### config.mk
export PLATFORM = sky130hd
export DESIGN_NAME = seg7_scan
export DESIGN_NICKNAME = d
export VERILOG_FILES = /design/src/rtl/seg7_scan.sv
export SDC_FILE = /design/constraint.sdc
export NUM_CORES = 1
export LEC_CHECK = 0
export ABC_AREA = 1
export CAP_MARGIN = 20
export CORE_AREA = 2 2 84 106
export CTS_BUF_LIST = sky130_fd_sc_hd__clkbuf_4
export DETAILED_ROUTE_END_ITERATION = 16
export DIE_AREA = 0 0 86 108
export PLACE_DENSITY = 0.82
export SLEW_MARGIN = 10
export SYNTH_ARGS = -nofsm -noshare
export SYNTH_HDL_FRONTEND = slang
export SYNTH_SLANG_ARGS = --single-unit
### constraint.sdc
create_clock -name clk -period 2.6 [get_ports clk]
set_input_delay 0.39 -clock clk [delete_from_list [all_inputs] [get_ports clk]]
set_output_delay 0.39 -clock clk [all_outputs]
set_load 0.01 [all_outputs]
### src/rtl/seg7_scan.sv
// Multiplexed 7-segment scan driver: one digit lit per slot, prescaled from clk,
// with guard blanking, PWM dimming, leading-zero suppression and per-frame input snapshot.
module seg7_scan #(
    parameter int DIGITS   = 8,
    parameter int SCAN_DIV = 100000,
    parameter int GUARD    = 2,
    parameter int BRIGHT_W = 4
) (
    input  logic                  clk,
    input  logic                  rst,
    input  logic [4*DIGITS-1:0]   digits,
    input  logic [DIGITS-1:0]     dp,
    input  logic [DIGITS-1:0]     blank,
    input  logic                  lz_suppress,
    input  logic [BRIGHT_W-1:0]   brightness,
    output logic [7:0]            segment,
    output logic [DIGITS-1:0]     enable,
    output logic                  frame_start
);

    localparam int PW = (SCAN_DIV > 2) ? $clog2(SCAN_DIV) : 1;
    localparam int IW = $clog2(DIGITS);

    localparam logic [PW-1:0] P_LAST  = PW'(SCAN_DIV - 1);
    localparam logic [PW-1:0] P_GUARD = PW'(GUARD);
    localparam logic [IW-1:0] I_LAST  = IW'(DIGITS - 1);

    logic [PW-1:0]       p;
    logic [IW-1:0]       i;
    logic [BRIGHT_W-1:0] q;

    logic [4*DIGITS-1:0] snap_digits;
    logic [DIGITS-1:0]   snap_dp;
    logic [DIGITS-1:0]   snap_blank;
    logic                snap_lz;

    logic [DIGITS-1:0]   dark;
    logic                zero_run;
    logic [3:0]          cur_code;
    logic                cur_dp;
    logic                cur_dark;
    logic                pwm_on;
    logic                lit;
    logic                frame_edge;

    function automatic logic [6:0] hex7(input logic [3:0] h);
        logic [6:0] s;
        case (h)
            4'h0: s = 7'b1111110;
            4'h1: s = 7'b0110000;
            4'h2: s = 7'b1101101;
            4'h3: s = 7'b1111001;
            4'h4: s = 7'b0110011;
            4'h5: s = 7'b1011011;
            4'h6: s = 7'b1011111;
            4'h7: s = 7'b1110000;
            4'h8: s = 7'b1111111;
            4'h9: s = 7'b1111011;
            4'hA: s = 7'b1110111;
            4'hB: s = 7'b0011111;
            4'hC: s = 7'b1001110;
            4'hD: s = 7'b0111101;
            4'hE: s = 7'b1001111;
            default: s = 7'b1000111;
        endcase
        return s;
    endfunction

    // Zero run walks down from the leftmost digit; digit 0 always shows so "0" stays visible.
    always_comb begin
        dark     = snap_blank;
        zero_run = snap_lz;
        for (int k = DIGITS - 1; k >= 1; k--) begin
            if (zero_run && (snap_digits[4*k +: 4] == 4'h0)) begin
                dark[k] = 1'b1;
            end else begin
                zero_run = 1'b0;
            end
        end
    end

    always_comb begin
        cur_code = 4'h0;
        cur_dp   = 1'b0;
        cur_dark = 1'b1;
        for (int k = 0; k < DIGITS; k++) begin
            if (IW'(k) == i) begin
                cur_code = snap_digits[4*k +: 4];
                cur_dp   = snap_dp[k];
                cur_dark = dark[k];
            end
        end
    end

    assign pwm_on     = (brightness == {BRIGHT_W{1'b1}}) || (q < brightness);
    assign lit        = (p >= P_GUARD) && pwm_on && !cur_dark;
    assign frame_edge = (p == '0) && (i == I_LAST);

    always_ff @(posedge clk) begin
        if (rst) begin
            p           <= '0;
            i           <= I_LAST;
            q           <= '0;
            snap_digits <= '0;
            snap_dp     <= '0;
            snap_blank  <= '0;
            snap_lz     <= 1'b0;
            segment     <= 8'hFF;
            enable      <= '1;
            frame_start <= 1'b0;
        end else begin
            q <= q + BRIGHT_W'(1);

            if (p == P_LAST) begin
                p <= '0;
                i <= (i == '0) ? I_LAST : i - IW'(1);
            end else begin
                p <= p + PW'(1);
            end

            frame_start <= frame_edge;
            if (frame_edge) begin
                snap_digits <= digits;
                snap_dp     <= dp;
                snap_blank  <= blank;
                snap_lz     <= lz_suppress;
            end

            if (lit) begin
                segment <= ~{hex7(cur_code), cur_dp};
                enable  <= ~(DIGITS'(1) << i);
            end else begin
                segment <= 8'hFF;
                enable  <= '1;
            end
        end
    end

endmodule

# Word-level counts from Yosys, hierarchy flattened
# Memories as Yosys holds them, arrays and structs flattened.
# Cells that the tools add are included.
# totals
ff_bits,90
rom_bits,112
in_bits,55
n_memories,1
# op_classes
n_addsub,3
n_lt_le_gt_ge,2
eq_ne,10
shifts,1
mux,40
bitwise_logic,3
n_reduce_logical,23
# memory_table
name,depth,word_bits,read_ports,rd_ports_with_merged_regs,wr,line,text
(name not given),16,7,1,0,0,48,case (h)
# op_table
op,count
$mux 4,8
$mux 1,29
$logic_not 4->1,7
$add 17x1->17 const B,1
$eq 17x17->1 const B,1
$ge 17x2->1 const B,1
$logic_not 17->1,1
$not 8->8,2
$mux 7,2
$eq 3x3->1 const A,4
$logic_and 1x1->1,10
$shl 1x3->8 const A,1
$eq 2x3->1 const A,2
$add 4x1->4 const B,1
$eq 4x4->1 const B,1
$lt 4x4->1,1
$reduce_or 2->1,2
$eq 1x3->1 const A,1
$eq 3x3->1 const B,1
$logic_not 3->1,1
$mux 3,1
$sub 3x1->3 const B,1
$logic_not 1->1,1
$logic_or 1x1->1,1
$not 1->1,1

# Depth between registers and ports, before layout
# logic_depth
word_depth,27
depth_mapped,20

# Worst setup path after synthesis
# No wires, ideal clock.
# synth_path
path_type,register -> register
start,register i[0]
end,register segment[4]
setup_ns,0.115
t_arrival_ns,2.005
t_required_ns,2.485
path_slack_ns,0.481
path_stages_with_launch,18
path_buffers,0
synth_period_minus_slack_ns,2.119
cell_sequence,dfxtp_1 inv_1 ha_1 nand2_2 inv_1 nand2_1 nand3_1 nand3_1 nand2_1 nand2_1 nand2_1 nand2_1 inv_1 ha_1 inv_1 o21ai_0 a21oi_1 nand2_1
# synth_between
elab_chain_cells,13
elab_cells_between_ends,32
cone_classes,7 x eq/ne; 18 x mux; 2 x bitwise; 4 x reduce/logical; 1 x memory
# synth_rtl
item,line,text
from (decl),29,logic [IW-1:0] i;
from (signal assigned),116,i <= (i == '0) ? I_LAST : i - IW'(1);
$logic_not 3->1,87,if (IW'(k) == i) begin
$mux 4 / $mux 1 (equally long branches) (8 in series),87,
$mem_v2 16x7 / $logic_not 1->1 (equally long branches),n/a,
$mux 7 / $logic_and 1x1->1 (equally long branches),"129, 96",
$mux 7 / $not 1->1 (equally long branches),n/a,
$not 8->8 / $reduce_or 2->1 (equally long branches),n/a,
to (signal assigned),130,"segment <= ~{hex7(cur_code), cur_dp};"
to (decl),16,"output logic [7:0] segment,"
# Parallel ways exist; a longest one is shown, timed or not. The select of a mux whose other input is x is not followed.
# A chain may end at the register's enable or synchronous reset.

# Worst setup path in the final report
# Ends and elaborated chain as after synthesis.

==> results.yml <==
outcome:
  status: "finished, final reports clean"
synthesis:
  yosysWarnings: 0
  yosys.area.top_type: "dfxtp_1"
  syn_area_um2: 4330
  synthCells: 600
  synth_seq_cells: 90
  synthFlopType: "dfxtp_1"
  synth_cell_types: 35
  synth.avg_cell_area_um2: 7.21
  syn_nets: 673
  synth_area_leaders: "dfxtp_1 42%, nand2_1 8.8%, inv_1 8.7%"
  synthTopCellsByCount: "102 x nand2_1, 100 x inv_1, 90 x dfxtp_1, 69 x o21ai_0, 66 x a21oi_1"
  async_flop_share_pct: 0
  synth_top_area_share_pct: 41.6
  synth_edf_count: 0
  ys_seq_area_share_pct: 41.6
  yosysMostFrequentCell: "nand2_1"
sta:
  report.final.slew_viol_count: 0
  slew_headroom_pct: 72.6
  hold_ws_ns: 0.459
  layout_setup_ws_ns: 0.190
  fmax_mhz: 415
  hold_violations: 0
  fin_skew_ns: 0.0194
  period_share_pct: 92.7
  finalCriticalPeriod_ns: 2.41
  worstMarginPinSlew_ns: 0.411
  finalSetupViolations: 0
finish:
  nFillCells: 701
  final_layout_size_suffix_gt1_share_pct: 7.42
  layout.area.seq_um2: 1810
  fin_area_um2: 5290
  nets: 742
  multi_input_area_um2: 2070
  syn2layout_area_growth_pct: 22.3
  antenna-diode-count: 0
setup_path:
  startpoint_type: "register"
  crit_family: "simple AND/OR/NAND/NOR gates"
  crit_path_cell_trace: "inv_1 > ha_2 > nand2_2 > nor2_4 > nand2_1 > nand3_1 > nand3_1 > nand3_1 > nand2_1 > nand2_1 > nand2_1 > nand2_2 > inv_1 > ha_1 > inv_1 > o21ai_0 > a21oi_1 > nand2_1"
  cp.arrival_ns: 2.73
  critical_path_required_ns: 2.92
  cp_max_fo: 5
  max_stage_delay_ns: 0.39
  crit_top_cell: "nand2_1"
  slowest_stage: "dfxtp_4"
  criticalPathCategory: "register to register"
  path_buf_inv: 3
  end_kind: "register"
detailed_routing:
  wl_per_cell_um: 12.8
  vias: 3986
  first_pass_iters: 6
  remaining_drc_errors: 0
  ant_nets: 0
  detail_route.vias_per_cell: 5.17
  routed_wl_um: 9850
  drtIter0Drc: 219
floorplanning:
  ios: 72
  die_area_um2: 9290
  dieHeight_um: 108
  design.core.area_um2: 8190
  start_util_pct: 52.8
  die_w_um: 86
  rows: 37
power:
  total_power_mw: 2.85
  ir_drop_uv: 243
  p_per_area_nw_per_um2: 538
  cellLeakagePower_nw: 2.29
grt:
  grt.overflow.total: 0
  grt_pass1_wl_um: 16300
  grt_max_degree: 59
  antenna_found_initial: 0
  grt_usage_pct: 21.7
  grt_pass1_vias: 3761
clocking:
  cts-root-buf: "clkbuf_4"
  clock_sink_count: 90
  post_cts_buffers: 0
  cts_buffers: 9
  clock_latency_ns: 0.43
  clk_pin_slew_ns: 0.13
  cts_tree: "done"
  clock_path_buffers: 2
  htreeDepth: 3
placed_design:
  gp_congestion: 0.920
  place_ws_ns: 0.181
  port_buffers: 71
  dp_hpwl_um: 7480
  place_area_um2: 5130
job:
  cap_violations: 0
hold_path:
  hold_path.class: "register to register"
==> worst reg2reg max path, cell delays in order, from the launching register on <==
cell and delay, ns:
dfxtp_4 0.39, inv_1 0.12, ha_2 0.22, nand2_2 0.09
nor2_4 0.12, nand2_1 0.07, nand3_1 0.08, nand3_1 0.07
nand3_1 0.08, nand2_1 0.05, nand2_1 0.07, nand2_1 0.09
nand2_2 0.11, inv_1 0.10, ha_1 0.31, inv_1 0.08
o21ai_0 0.09, a21oi_1 0.15, nand2_1 0.06
==> state kept, by name (all words and copies together) (netlist names) <==
signal and flops:
snap_dp 8, snap_digits 32, segment 8, i 3, snap_lz 1, p 17
q 4, snap_blank 8, frame_start 1, enable 8
==> placed cells by master (no fill, tap or decap), types with 3 or more instances in the layout <==
| master | instances |
|---|---|
| xor2_1 | 7 |
| clkbuf_4 | 9 |
| clkdlybuf4s50_1 | 71 |
| nand2_2 | 7 |
| nor2_2 | 4 |
| dfxtp_1 | 89 |
| nor2_1 | 39 |
| o211ai_1 | 6 |
| nand3_1 | 27 |
| ha_1 | 16 |
| a21oi_1 | 66 |
| or2_2 | 3 |
| nor4_1 | 4 |
| nand2_1 | 101 |
| inv_2 | 5 |
| clkinv_1 | 3 |
| buf_4 | 5 |
| o21ai_0 | 69 |
| inv_1 | 97 |
| a31oi_1 | 3 |
| nand4_1 | 10 |
| nor3_1 | 6 |
==> cell type report <==
class                      instances  share of cell area [%]
sequential                        90                    34.1
timing repair buffer              77                    14.5
clock inverter                     7                    1.30
inverter                         103                    7.30
tap                               97                    2.29
multi-input combinational        388                    39.2
clock buffer                       9                    1.28
==> layer usage <==
layer | share of wire, % | vias up | GRT usage [%]
li1 | - | 2068 | -
met3 | 4.4 | 23 | 3.28
met2 | 51 | 107 | 39.1
met1 | 42 | 1788 | 25.4
met4 | 2.5 | 0 | 9.07
met5 | 0 | - | 0
==> repair_timing <==
item,4_1_cts,5_1_grt
endpoints found under the setup margin,0,1
hold buffers,0,0
gates resized for setup,0,9
==> worst paths after layout <==
| path | end | startpoint | depth (start not counted) | slack, ns |
|---|---|---|---|---|
| worst min-delay path | snap_dp[7]$_SDFFE_PP0P_ | snap_dp[7]$_SDFFE_PP0P_ | 2 | 0.46 |
| worst max register to register | segment[4]$_SDFF_PP1_ | i[0]$_SDFFE_PP1P_ | 18 | 0.19 |
| worst max-delay path | segment[4]$_SDFF_PP1_ | i[0]$_SDFFE_PP1P_ | 18 | 0.19 |
| worst min register to register | snap_dp[7]$_SDFFE_PP0P_ | snap_dp[7]$_SDFFE_PP0P_ | 2 | 0.46 |
==> cells by family after synthesis <==
kind of cell | share of synthesized area [%]
AO/OA/AOI/OAI | 17.8
XOR/XNOR | 1.62
adder cells (fa/ha/maj) | 5.21
buffers and inverters | 11.0
flip-flops | 41.6
AND/OR/NAND/NOR | 22.7
==> power breakdown <==
group	internal, mW	switching [mW]
registers	1.49	0.0568
logic	0.234	0.302
clock network	0.293	0.469
total	2.02	0.827
==> per-stage QoR <==
step	utilization [%]	cells	setup TNS (ns)
6_report	64.6	771	0
4_1_cts	64.3	771	0
3_5_place_dp	62.7	755	0
2_1_floorplan	-	600	0
3_3_place_gp	62.7	755	0
5_1_grt	64.6	771	-0.0203
(Power assumes the default switching activity.)
